==> config.mk <==
export PLATFORM = sky130hd
export DESIGN_NAME = fetch_stage
export DESIGN_NICKNAME = d
export VERILOG_FILES = /design/src/rtl/lego_pkg.sv /design/src/rtl/if_id_register.sv /design/src/rtl/fetch_stage.sv
export SDC_FILE = /design/constraint.sdc
export NUM_CORES = 1
export LEC_CHECK = 0
export BUFFER_PORTS_ARGS = -buffer_cell sky130_fd_sc_hd__buf_4
export CAP_MARGIN = 10
export CORE_ASPECT_RATIO = 1.4
export CORE_MARGIN = 5
export CORE_UTILIZATION = 50
export DETAILED_ROUTE_END_ITERATION = 10
export GPL_TIMING_DRIVEN = 1
export MAX_ROUTING_LAYER = met4
export PLACE_DENSITY = 0.85
export SYNTH_ARGS = -nofsm -noshare
export SYNTH_HDL_FRONTEND = slang
export SYNTH_SLANG_ARGS = --single-unit
export TNS_END_PERCENT = 100
==> constraint.sdc <==
create_clock -name clk -period 5.6 [get_ports clk]
set_clock_uncertainty 0.2 [all_clocks]
set_input_delay 0 -clock clk [delete_from_list [all_inputs] [get_ports clk]]
set_output_delay 0 -clock clk [all_outputs]
set_load 0.01 [all_outputs]
==> src/rtl/lego_pkg.sv <==
// Shared types and constants for the LEGv8 pipeline blocks.
package lego_pkg;

  localparam int ADDR_W  = 64;
  localparam int INSTR_W = 32;

  // Encoding placed in IF/ID when it holds no real instruction.
  localparam logic [INSTR_W-1:0] BUBBLE_INSTR = 32'h0;

  typedef enum logic [0:0] {
    FETCH  = 1'b0,
    HALTED = 1'b1
  } fetch_state_e;

  // Instructions are word aligned; low address bits are dropped.
  function automatic logic [ADDR_W-1:0] align_word(input logic [ADDR_W-1:0] addr);
    return {addr[ADDR_W-1:2], 2'b00};
  endfunction

endpackage

==> src/rtl/if_id_register.sv <==
// Generic pipeline register carrying PC, instruction word and valid bit.
// Flush takes priority over hold so a squash is never lost to a stall.
module if_id_register
  import lego_pkg::*;
(
  input  logic               clk,
  input  logic               reset_n,
  input  logic               hold,
  input  logic               flush,
  input  logic [ADDR_W-1:0]  d_pc,
  input  logic [INSTR_W-1:0] d_instr,
  input  logic               d_valid,
  output logic [ADDR_W-1:0]  q_pc,
  output logic [INSTR_W-1:0] q_instr,
  output logic               q_valid
);

  logic [ADDR_W-1:0]  pc_q;
  logic [INSTR_W-1:0] instr_q;
  logic               valid_q;

  // Reset/flush clear to a bubble, hold freezes, otherwise load.
  always_ff @(posedge clk) begin
    if (!reset_n || flush) begin
      pc_q    <= '0;
      instr_q <= BUBBLE_INSTR;
      valid_q <= 1'b0;
    end else if (!hold) begin
      pc_q    <= d_pc;
      instr_q <= d_instr;
      valid_q <= d_valid;
    end
  end

  assign q_pc    = pc_q;
  assign q_instr = instr_q;
  assign q_valid = valid_q;

endmodule

==> src/rtl/fetch_stage.sv <==
// Instruction-fetch stage: PC register, fetch/halt FSM, next-PC selection,
// and the IF/ID register feeding decode.
module fetch_stage
  import lego_pkg::*;
#(
  parameter logic [63:0] RESET_PC   = 64'h0,
  parameter int unsigned IMEM_BYTES = 226
) (
  input  logic                clk,
  input  logic                reset_n,
  input  logic                stall,
  input  logic                redirect,
  input  logic [ADDR_W-1:0]   redirect_target,
  output logic [ADDR_W-1:0]   imem_addr,
  input  logic [INSTR_W-1:0]  imem_data,
  output logic [ADDR_W-1:0]   if_id_pc,
  output logic [INSTR_W-1:0]  if_id_instr,
  output logic                if_id_valid,
  output logic                halted
);

  // A word at pc is fully inside memory iff pc <= IMEM_BYTES-4; memories
  // smaller than one word can never fetch, which also avoids the underflow.
  localparam bit              HAS_ROOM = (IMEM_BYTES >= 4);
  localparam logic [ADDR_W-1:0] LAST_PC = HAS_ROOM ? ADDR_W'(IMEM_BYTES - 4) : '0;

  logic [ADDR_W-1:0]  pc_q, pc_d;
  fetch_state_e       state_q, state_d;
  logic               fetchable;
  logic               ifid_hold, ifid_flush;
  logic [ADDR_W-1:0]  ifid_d_pc;
  logic [INSTR_W-1:0] ifid_d_instr;
  logic               ifid_d_valid;

  assign fetchable = HAS_ROOM && (pc_q <= LAST_PC);

  // Next PC, next state and IF/ID load control; redirect > stall > fetch.
  always_comb begin
    pc_d         = pc_q;
    state_d      = state_q;
    ifid_hold    = 1'b1;
    ifid_flush   = 1'b0;
    ifid_d_pc    = pc_q;
    ifid_d_instr = imem_data;
    ifid_d_valid = 1'b0;
    if (redirect) begin
      pc_d       = align_word(redirect_target);
      state_d    = FETCH;
      ifid_flush = 1'b1;
    end else if (!stall && state_q == FETCH) begin
      ifid_hold = 1'b0;
      if (fetchable) begin
        ifid_d_valid = 1'b1;
        pc_d         = pc_q + 64'd4;
      end else begin
        // Ran off the end: leave a bubble, keep the last tagged PC, stop.
        ifid_d_pc    = if_id_pc;
        ifid_d_instr = BUBBLE_INSTR;
        state_d      = HALTED;
      end
    end
  end

  // PC and FSM state registers.
  always_ff @(posedge clk) begin
    if (!reset_n) begin
      pc_q    <= RESET_PC;
      state_q <= FETCH;
    end else begin
      pc_q    <= pc_d;
      state_q <= state_d;
    end
  end

  if_id_register u_if_id (
    .clk     (clk),
    .reset_n (reset_n),
    .hold    (ifid_hold),
    .flush   (ifid_flush),
    .d_pc    (ifid_d_pc),
    .d_instr (ifid_d_instr),
    .d_valid (ifid_d_valid),
    .q_pc    (if_id_pc),
    .q_instr (if_id_instr),
    .q_valid (if_id_valid)
  );

  assign imem_addr = pc_q;
  assign halted    = (state_q == HALTED);

endmodule

After elaboration in Yosys (flattened, before gate mapping)

Cells that the tools add are included.

RAM bits: 0
Bits in latches: 0
Memories kept: 0
Output and inout bits: 162
Register bits: 162
Word-level logic and storage cells: 39
Bits in read-only memories: 0

Bitwise gates (word level): 4
Add/subtract/negate cells: 1
Muxes and demuxes: 15
Divide/modulo/power cells: 0
Shift operators: 0
$mul: 0
Eq/ne operators: 1
Order comparisons: 1
Reduce and logical (&&, ||, !) cells: 11

Operators by type and width:

| cell                                                             | number |
|---|---|
| 2-to-1 mux 64 bit                                                | 6 |
| 2-to-1 mux 32 bit                                                | 3 |
| adder 64 x 3 -> 64 bit (second input constant)                   | 1 |
| less-or-equal comparator 64 x 8 -> 1 bit (second input constant) | 1 |
| AND reduction 2 bit                                              | 4 |
| 2-to-1 mux 1 bit                                                 | 6 |
| NOT 1 bit                                                        | 4 |
| nonzero test 2 bit                                               | 2 |
| != test 3 bit (second input constant)                            | 1 |
| zero test 1 bit                                                  | 2 |
| OR reduction 2 bit                                               | 1 |
| logical AND 1 bit                                                | 1 |
| logical OR 1 bit                                                 | 1 |

Longest topological paths before layout

Gate-level depths: netlist of run 1.

Depth after elaboration: 6
Depth in mapped cells: 8

Hierarchy

Synthesis of run 1 repeated with hierarchy kept, for this count alone.

Cell total of the unflattened synthesis: 679
Area, all modules: 7081.8 µm²

Modules (own cells, without submodules):

| module         | seq. area each (µm²) | area each (µm²) | cells each | times used |
|---|---|---|---|---|
| fetch_stage    | 1261.2               | 3639.7          | 365        | 1 |
| if_id_register | 1941.9               | 3442.1          | 314        | 1 |

Least setup slack after synthesis of run 1

No wires, ideal clock.

Path type: reg2reg
Start point: register pc_q[41], in the netlist imem_addr[41]
End point: register u_if_id.pc_q[35], in the netlist u_if_id.q_pc[35]
Arrival time: 1.813 ns
Stages on the path, launching flop included: 8
Slack: 3.472 ns
Buffers on the path: 2
Setup time: 0.115 ns
Path through: dfxtp_1 > nor4_1 > nand4_1 > nor4_2 > a21oi_1 > clkbuf_1 > buf_2 > o21a_1

Word-level cells in the longest chain between the ends: 3

Ends and longest elaborated chain:

| element                                  | RTL line             | RTL |
|---|---|---|
| start, declared                          | fetch_stage.sv:27    | `logic [ADDR_W-1:0] pc_q, pc_d;` |
| start signal, assigned                   | fetch_stage.sv:70    | `pc_q <= pc_d;` |
| less-or-equal comparator 64 x 8 -> 1 bit | fetch_stage.sv:35    | `assign fetchable = HAS_ROOM && (pc_q <= LAST_PC);` |
| != test 3 bit (no line)                  | -                    |  |
| AND reduction 2 bit (no line)            | -                    |  |
| end signal, assigned                     | if_id_register.sv:29 | `pc_q <= d_pc;` |
| end, declared                            | if_id_register.sv:18 | `logic [ADDR_W-1:0] pc_q;` |

Every way passes these cells.
A chain may end at the register's enable or synchronous reset.

Worst setup path after layout of run 1

Start point: register pc_q[20], in the netlist imem_addr[20]
End point: register u_if_id.pc_q[7], in the netlist u_if_id.q_pc[7]

The elaborated chain is that of the path after synthesis.

==> results of run 1 <==
final cells by class:
cell class / instances / area [um^2] / share of cell area, %
antenna: 2 / 5.00 / 0.0509
clock buffer: 19 / 453 / 4.60
clock inverter: 13 / 154 / 1.56
inverter: 3 / 11.3 / 0.114
multi-input combinational: 339 / 2270 / 23.1
sequential: 158 / 3160 / 32.2
tap: 141 / 176 / 1.79
timing repair buffer: 422 / 3610 / 36.7
placed cells by master (no fill, tap or decap), types with 3 or more instances in the layout:
master           n
a21oi_1         35
and2_1          13
buf_4          258
clkbuf_16       17
clkinv_4         4
conb_1           4
dfxtp_1        158
dlygate4sd3_1  162
inv_1            3
inv_6            3
mux2i_1         56
nand2_1         39
nand3_1         37
nand4_1          4
nor2b_1         57
nor3_1           3
nor4_1          14
o21a_1          45
o21ai_0          3
o221a_2          4
critical path: stages (launching register included):
cell and delay [ns]:
dfxtp_1 0.36, nor4_1 0.61, nand4_1 0.31, or4_1 0.74
nor2_4 0.88, o221a_2 0.35
power groups by stage:
stage          clock network, mW  logic (mW)  registers, mW
2_1_floorplan                  0      0.0920           1.21
5_1_grt                     1.24       0.357           1.19
3_3_place_gp                   0       0.213           1.20
4_1_cts                     1.18       0.311           1.18
3_5_place_dp                   0       0.218           1.20
6_report                    1.18       0.342           1.18
layer usage:
| layer | GRT usage [%] | wire [um] | vias to the layer above |
|---|---|---|---|
| met4 | 24.0 | 1640 | 0 |
| met3 | 8.14 | 1940 | 122 |
| li1 | - | - | 2685 |
| met2 | 58.1 | 11700 | 399 |
| met1 | 34.1 | 7870 | 2826 |
| met5 | - | 0 | - |
cell families (layout without fill, tap and decap cells):
family	count (synthesis)	after routing	synth area share, %
adders and majority gates	1	1	0.222
DFF	158	158	56.2
muxes	57	57	10.2
AOI/OAI and AO/OA	100	100	12.0
other	1	6	0.0666
buffers and inverters	46	457	4.09
and+or+nand+nor	177	177	17.2
sequential cells by signal, indices dropped and copies added, names as in the netlist:
signal,flops
halted,1
imem_addr,62
u_if_id.q_instr,32
u_if_id.q_pc,62
u_if_id.q_valid,1
worst max-delay path by stage:
stage                       end  depth (start not counted)
2_1_floorplan  u_if_id.q_pc[35]                          7
3_3_place_gp    u_if_id.q_pc[7]                          5
3_5_place_dp    u_if_id.q_pc[7]                          5
4_1_cts         u_if_id.q_pc[3]                          5
5_1_grt         u_if_id.q_pc[3]                          5
6_report        u_if_id.q_pc[7]                          5
==> reports/qor.txt, run 1 <==
DRT
------------------------------------------------------------------------------------
Vias after detailed routing                                                     6032
Router iterations before antenna repair                                            5
Post-DR wirelength/cell                                                      21.1 um
Via/cell ratio                                                                  5.50
Routed wire length                                                           23.2 mm
Drt initial violations                                                           279
Number of nets with antenna violations after routing                               0
Final routed DRC violation total                                                   0

LAYOUT
------------------------------------------------------------------------------------
Post-Layout Cell Count                                                          1097
Post-route design area                                                     9840 um^2
Area growth syn-to-layout                                                      74.8%
Proportion of layout cells with a drive suffix above 1                         31.7%
Net count of the finished layout                                                1042
Number of inserted filler cells in the final layout                              429
Utilization after layout                                                       90.1%

TIMING
------------------------------------------------------------------------------------
Setup_tns                                                                       0 ns
Slew margin rel.                                                               25.3%
Minimum period implied by the final worst setup slack                        3.52 ns
Unrepaired setup endpoints after global routing                                   no
Finish-stage setup viols                                                           0
Fmax                                                                         284 MHz
Total count of hold-check failures in the final report                             0
Share of the clock period used by the worst path after layout                  62.8%
Worst setup margin                                                           2.08 ns
Worst-Margin Slew                                                            1.12 ns
Slew Viols, Final                                                                  0
Fin Hold WS                                                                0.0192 ns

YOSYS
------------------------------------------------------------------------------------
Main area contributors after synthesis                                  dfxtp_1 56%, mux2i_1 10%, nor2b_1 6.3%
Share of Yosys cell area claimed by the top area cell type                     56.2%
Share of synthesized flip-flops with an asynchronous set or reset                 0%
Area of the mapped netlist                                                 5630 um^2
Number of synthesis warnings                                                       0
Cell with the most instances after synthesis                                 dfxtp_1
Avg Synthesized Cell Area                                                  10.4 um^2
Count of flip-flops with a built-in enable after synthesis                         0
Post-synth top cells                                                    158 x dfxtp_1, 57 x nor2b_1, 56 x mux2i_1
Post-Synthesis Cells                                                             540
Cell variety after synth                                                          42
Biggest area consumer among synthesized cells                                dfxtp_1
Leading register cell type out of synthesis                                  dfxtp_1
Sequential cell area fraction in the yosys report                              56.2%
#FFs+latches synth                                                               158

GLOBAL ROUTE
------------------------------------------------------------------------------------
GRT Resource Usage Total                                                       34.2%
Congestion Overflow GR                                                             0
Via count of the first global-routing pass                                      6471
Global-route wire length before repair                                       34.7 mm
Pin count of the biggest net entering global routing                              66
Antenna violations before repair                                                   0

CTS
------------------------------------------------------------------------------------
Number of buffers inserted for hold repair after clock tree synthesis            162
CTS clock-pin slew for the worst setup and hold paths                        0.06 ns
Root buffer cell                                                           clkbuf_16
Resized Gates After CTS                                                            0
Number of clock sinks                                                            158
H-tree levels                                                                      4
Number of buffers created by CTS                                                  17
CTS max path bufs                                                                  2
Post-CTS Setup Inserts                                                             0
TritonCTS clock tree                                                            done
Clock latency reported for the late side of the worst-skew pair              0.42 ns

FLOORPLANNING
------------------------------------------------------------------------------------
Die ar.                                                                   13500 um^2
Ports                                                                            262
Width of the chip                                                            99.7 um
Starting density of the core                                                   51.5%
Placeable core region                                                     10900 um^2
Placement row count                                                               45
Die height                                                                    136 um

FLOW RUN
------------------------------------------------------------------------------------
Max cap viols                                                                      0

PLACED DESIGN
------------------------------------------------------------------------------------
GPL Wtd Cong                                                                   0.808
Cell Area, Placed                                                          7560 um^2
Count of port buffers added during placement                                     255
Post-placement cell count                                                        899
Post-Place Setup Slack                                                       2.33 ns
Detailed placer's ending HPWL                                                11.7 mm

MIN PATH
------------------------------------------------------------------------------------
End of the worst hold path                                              u_if_id.q_instr[10]
Hold Crit Start                                                             redirect
Number of cells traversed by the worst hold path                                   5
Path type of the worst min-delay path                                         in2reg

SETUP PATH
------------------------------------------------------------------------------------
Worst Setup SP                                                          imem_addr[20]
Kind of start point of the critical path                                        flop
Category of the worst setup path capture point                                  flop
Worst reg2reg endpoint                                                  u_if_id.q_pc[7]
Req. time, crit path                                                         5.75 ns
Origin of the critical flop-to-flop path                                imem_addr[20]
Worst r2r path cells                                                               5
CP max FO                                                                         48
CP arrival                                                                   3.67 ns
Reg-to-reg slack, setup                                                      2.08 ns
Critical path start-end classification                                       reg2reg

PWR
------------------------------------------------------------------------------------
Switching Share                                                                24.5%
Leakage power summed over all cells                                          4.49 nW
Worst supply voltage drop on vdd                                              221 uV
Proportion of power drawn by combinational gates                               12.6%
P_sw                                                                          663 uW
Sequential share of power                                                      43.8%
PnR Total Power                                                              2.70 mW
Total power per unit cell area                                           275 nW/um^2
Design internal power                                                        2.04 mW
Clock group share of total power                                               43.5%

OUTCOME
------------------------------------------------------------------------------------
Outcome                                                                 complete, no violations

(Power assumes the default switching activity.)
==> run 2, diff against run 1 <==
--- a/config.mk
+++ b/config.mk
@@ -9,11 +9,11 @@
 export CAP_MARGIN = 10
 export CORE_ASPECT_RATIO = 1.4
 export CORE_MARGIN = 5
-export CORE_UTILIZATION = 50
+export CORE_UTILIZATION = 46
 export DETAILED_ROUTE_END_ITERATION = 10
 export GPL_TIMING_DRIVEN = 1
 export MAX_ROUTING_LAYER = met4
-export PLACE_DENSITY = 0.85
+export PLACE_DENSITY = 0.79
 export SYNTH_ARGS = -nofsm -noshare
 export SYNTH_HDL_FRONTEND = slang
 export SYNTH_SLANG_ARGS = --single-unit
==> constraint.sdc (replaced) <==
create_clock -name clk -period 3.47 [get_ports clk]
set_clock_uncertainty 0.2 [all_clocks]
set_input_delay 0 -clock clk [delete_from_list [all_inputs] [get_ports clk]]
set_output_delay 0 -clock clk [all_outputs]
set_load 0.01 [all_outputs]
==> reports/qor.txt, run 2 (synthesis results as in run 1) <==
FLOORPLANNING
------------------------------------------------------------------------------
Placement row count                                                         47
Ports                                                                      262
Die height                                                              141 um
Placeable core region                                               11900 um^2
Starting density of the core                                             47.2%
Die ar.                                                             14600 um^2
Width of the chip                                                       103 um

PLACED DESIGN
------------------------------------------------------------------------------
GPL Wtd Cong                                                             0.822
Post-placement cell count                                                  907
Cell Area, Placed                                                    7590 um^2
Post-Place Setup Slack                                                0.782 ns
Detailed placer's ending HPWL                                          11.7 mm
Count of port buffers added during placement                               255

GLOBAL ROUTE
------------------------------------------------------------------------------
Most crowded layer after global routing                                   met2
Global-route wire length before repair                                 31.1 mm
GRT Resource Usage Total                                                 28.3%
Via count of the first global-routing pass                                5926
Global routing usage on met1                                             30.2%
Antenna violations before repair                                             0
Met3 demand-to-capacity share in global routing                          6.72%
Met2 GRT Util                                                            49.3%
Congestion Overflow GR                                                       0
Pin count of the biggest net entering global routing                        67

SETUP PATH
------------------------------------------------------------------------------
Category of the worst setup path capture point                            flop
Critical path start-end classification                                 reg2reg
CP arrival                                                             3.32 ns
CP max FO                                                                    6
Req. time, crit path                                                   3.57 ns
Kind of start point of the critical path                                  flop
Worst Setup SP                                                    imem_addr[19]
Origin of the critical flop-to-flop path                          imem_addr[19]

FLOW RUN
------------------------------------------------------------------------------
Max cap viols                                                                0

CTS
------------------------------------------------------------------------------
CTS clock-pin slew for the worst setup and hold paths                  0.07 ns
Number of buffers created by CTS                                            17
CTS max path bufs                                                            2
H-tree levels                                                                4
TritonCTS clock tree                                                      done
Clock latency reported for the late side of the worst-skew pair        0.42 ns
Root buffer cell                                                     clkbuf_16
Number of clock sinks                                                      158

DRT
------------------------------------------------------------------------------
Final routed DRC violation total                                             0
Vias after detailed routing                                               5673
Router iterations before antenna repair                                      4
Drt initial violations                                                     198
Routed wire length                                                     20.5 mm
Number of nets with antenna violations after routing                         0
Via/cell ratio                                                            5.16
Post-DR wirelength/cell                                                18.6 um

LAYOUT
------------------------------------------------------------------------------
Proportion of layout cells with a drive suffix above 1                   31.8%
Net count of the finished layout                                          1040
Post-Layout Cell Count                                                    1100
Post-route design area                                               9820 um^2
Number of inserted filler cells in the final layout                        647
Most frequent cells in the layout                                 258 x buf_4, 159 x dlygate4sd3_1, 158 x dfxtp_1, 57 x nor2b_1, 56 x mux2i_1
Area growth syn-to-layout                                                74.4%
Area used by multi-input combinational logic                         2270 um^2
Register Area                                                        3160 um^2
Most common cell after layout, fill and taps aside                       buf_4

TIMING
------------------------------------------------------------------------------
Slew margin rel.                                                         29.2%
Worst setup margin                                                    0.255 ns
Finish-stage setup viols                                                     0
Slew Viols, Final                                                            0
Total count of hold-check failures in the final report                       0
Fmax                                                                   311 MHz
Unrepaired setup endpoints after global routing                             no
Minimum period implied by the final worst setup slack                  3.22 ns
Share of the clock period used by the worst path after layout            92.7%
Worst-Margin Slew                                                      1.06 ns
Setup_tns                                                                 0 ns

OUTCOME
------------------------------------------------------------------------------
Outcome                                                           complete, no violations

PWR
------------------------------------------------------------------------------
Total power per unit cell area                                     442 nW/um^2
Worst supply voltage drop on vdd                                        379 uV
PnR Total Power                                                        4.34 mW
Sequential share of power                                                43.9%
Clock group share of total power                                         43.8%
Switching Share                                                          24.5%
P_sw                                                                   1.06 mW
Leakage power summed over all cells                                    4.47 nW
Proportion of power drawn by combinational gates                         12.3%
Design internal power                                                  3.28 mW

MIN PATH
------------------------------------------------------------------------------
Hold Crit Start                                                        reset_n
Path type of the worst min-delay path                                   in2reg

[run 2: worst paths after layout]
path | endpoint | slack [ns] | cells past startpoint
worst max-delay path | imem_addr[6] | 0.25 | 6
worst min-delay path | halted | 0.10 | 3
worst max register to register | imem_addr[6] | 0.25 | 6
worst min register to register | u_if_id.q_instr[13] | 0.25 | 2
[run 2: metal layers]
metal / share of wire, % / wire (um) / vias to the layer above
li1: - / - / 2678
met1: 37 / 7490 / 2689
met2: 53 / 10800 / 258
met3: 7.1 / 1450 / 48
met4: 3.4 / 702 / 0
met5: 0 / 0 / -
[run 2: cell type report]
type	count	area share (%)
antenna	1	0.0255
clock buffer	18	4.47
clock inverter	14	1.71
inverter	3	0.115
multi-input combinational	339	23.1
sequential	158	32.2
tap	147	1.87
timing repair buffer	420	36.5
[run 2: what timing repair did]
action / CTS / global route
setup endpoints to repair: 0 / 1
setup buffers: 0 / 0
hold buffers: 159 / 0
endpoints found under the hold margin: 97 / 0
resized for setup: 0 / 1
[run 2: metrics by stage]
stage / hold slack [ns] / util [%]
after global routing: 0.132 / 82.2
after CTS: 0.0886 / 82.0
after floorplan: -0.0481 / -
after detailed placement: 0.0667 / 63.6
final: 0.103 / 82.2
after global placement: 0.0555 / 63.6
[run 2: critical path, stage by stage, from the launching register on]
cell	delay [ns]
dfxtp_1	0.34
nor4_1	0.50
nand4_1	0.30
or4_1	0.73
o311ai_0	0.34
a21boi_0	0.12
dlygate4sd3_1	0.56
[run 2: power groups by stage]
stage	Sequential [mW]	Combinational [mW]	Clock [mW]
2_1_floorplan	1.95	0.148	0
3_3_place_gp	1.94	0.347	0
3_5_place_dp	1.94	0.355	0
4_1_cts	1.90	0.504	1.93
5_1_grt	1.91	0.563	2.03
6_report	1.90	0.533	1.90
==> run 3, diff against run 2 <==
--- a/config.mk
+++ b/config.mk
@@ -14,6 +14,7 @@
 export GPL_TIMING_DRIVEN = 1
 export MAX_ROUTING_LAYER = met4
 export PLACE_DENSITY = 0.79
+export REMOVE_ABC_BUFFERS = 1
 export SYNTH_ARGS = -nofsm -noshare
 export SYNTH_HDL_FRONTEND = slang
 export SYNTH_SLANG_ARGS = --single-unit
==> reports/qor.txt, run 3 (synthesis results as in run 1) <==
PLACED DESIGN
------------------------------------------------------------------------------------
Cell Area, Placed                                                          7620 um^2
GPL Wtd Cong                                                                   0.872
Post-Place Setup Slack                                                      0.807 ns
Count of port buffers added during placement                                     255
Detailed placer's ending HPWL                                                12.0 mm
Post-placement cell count                                                        911

CTS
------------------------------------------------------------------------------------
Root buffer cell                                                           clkbuf_16
TritonCTS clock tree                                                            done
Number of buffers created by CTS                                                  17
Number of clock sinks                                                            158
CTS clock-pin slew for the worst setup and hold paths                        0.07 ns
H-tree levels                                                                      4
CTS max path bufs                                                                  2
Post-CTS Setup Inserts                                                             0
Number of buffers inserted for hold repair after clock tree synthesis            176
Resized Gates After CTS                                                            0
Clock latency reported for the late side of the worst-skew pair              0.41 ns

SETUP PATH
------------------------------------------------------------------------------------
Worst reg2reg endpoint                                                  imem_addr[7]
Worst r2r path cells                                                               7
Reg-to-reg slack, setup                                                      0.20 ns
Req. time, crit path                                                         3.62 ns
Origin of the critical flop-to-flop path                                imem_addr[12]
CP arrival                                                                   3.41 ns
CP max FO                                                                         35
Kind of start point of the critical path                                        flop
Worst Setup SP                                                          imem_addr[12]
Critical path start-end classification                                       reg2reg
Category of the worst setup path capture point                                  flop

LAYOUT
------------------------------------------------------------------------------------
Net count of the finished layout                                                1060
Utilization after layout                                                       83.3%
Post-route design area                                                     9940 um^2
Area growth syn-to-layout                                                      76.6%
Proportion of layout cells with a drive suffix above 1                         31.3%
Most frequent cells in the layout                                       263 x buf_4, 176 x dlygate4sd3_1, 158 x dfxtp_1, 57 x nor2b_1, 56 x mux2i_1
Most common cell after layout, fill and taps aside                             buf_4
Post-Layout Cell Count                                                          1120

GLOBAL ROUTE
------------------------------------------------------------------------------------
Antenna violations before repair                                                   2
Congestion Overflow GR                                                             0
Via count of the first global-routing pass                                      6435
GRT Resource Usage Total                                                       29.9%
Pin count of the biggest net entering global routing                              66
Global-route wire length before repair                                       32.9 mm

FLOW RUN
------------------------------------------------------------------------------------
Max cap viols                                                                      0

PWR
------------------------------------------------------------------------------------
Leakage power summed over all cells                                          4.49 nW
Total power per unit cell area                                           422 nW/um^2
PnR Total Power                                                              4.20 mW
Worst supply voltage drop on vdd                                              463 uV

FLOORPLANNING
------------------------------------------------------------------------------------
Die height                                                                    141 um
Placement row count                                                               47
Placeable core region                                                     11900 um^2
Starting density of the core                                                   47.2%
Die ar.                                                                   14600 um^2
Width of the chip                                                             103 um
Ports                                                                            262

TIMING
------------------------------------------------------------------------------------
Finish-stage setup viols                                                           0
Total count of hold-check failures in the final report                             0
Fin Hold WS                                                                0.0854 ns
Setup_tns                                                                       0 ns
Minimum period implied by the final worst setup slack                        3.27 ns
Worst setup margin                                                          0.202 ns
Slew Viols, Final                                                                  0
Worst-Margin Slew                                                           0.726 ns
Fmax                                                                         306 MHz
Share of the clock period used by the worst path after layout                  94.2%
Slew margin rel.                                                               51.6%
Unrepaired setup endpoints after global routing                                   no

OUTCOME
------------------------------------------------------------------------------------
Outcome                                                                 complete, no violations

DRT
------------------------------------------------------------------------------------
Routed wire length                                                           21.7 mm
Vias after detailed routing                                                     5919
Via/cell ratio                                                                  5.28
Drt initial violations                                                           243
Final routed DRC violation total                                                   0
Router iterations before antenna repair                                            4
Post-DR wirelength/cell                                                      19.4 um
Number of nets with antenna violations after routing                               0

MIN PATH
------------------------------------------------------------------------------------
Hold Crit Start                                                             redirect
Path type of the worst min-delay path                                         in2reg
Number of cells traversed by the worst hold path                                   3
End of the worst hold path                                              imem_addr[4]

[run 3: area by class of cell]
type	instances	area, um^2
Timing Repair Buffer	440	3760
Sequential cell	158	3160
Multi-Input combinational cell	339	2270
Fill cell	599	2000
Clock buffer	21	470
Tap cell	147	184
Clock inverter	10	80.1
Inverter	3	11.3
Antenna cell	2	5.00
[run 3: worst max path at each step]
stage	to	slack (ns)	cells past startpoint
2_1_floorplan	u_if_id.q_pc[12]	-1.45	5
3_3_place_gp	u_if_id.q_pc[7]	0.85	6
3_5_place_dp	u_if_id.q_pc[6]	0.81	6
4_1_cts	imem_addr[7]	0.33	7
5_1_grt	imem_addr[7]	0.02	7
6_report	imem_addr[7]	0.20	7
[run 3: power by group]
part / internal [mW] / total [mW] / switching, mW
clock: 0.978 / 1.73 / 0.755
sequential: 1.86 / 1.90 / 0.0464
combinational: 0.333 / 0.560 / 0.227
[run 3: critical path: stages (launching register included)]
cell           delay (ns)
dfxtp_1              0.34
nor4_1               0.43
nand4_1              0.28
nor4_4               0.45
buf_4                0.42
nand2_1              0.20
o31ai_1              0.27
dlygate4sd3_1        0.60
[run 3: routing by layer]
metal	vias up	part of all wire, %	track usage, %	routed length (um)
met3	99	8.3	7.66	1790
met5	-	0	-	0
met1	2800	34	29.7	7460
li1	2709	-	-	-
met4	0	5.9	16.5	1290
met2	311	51	51.7	11200
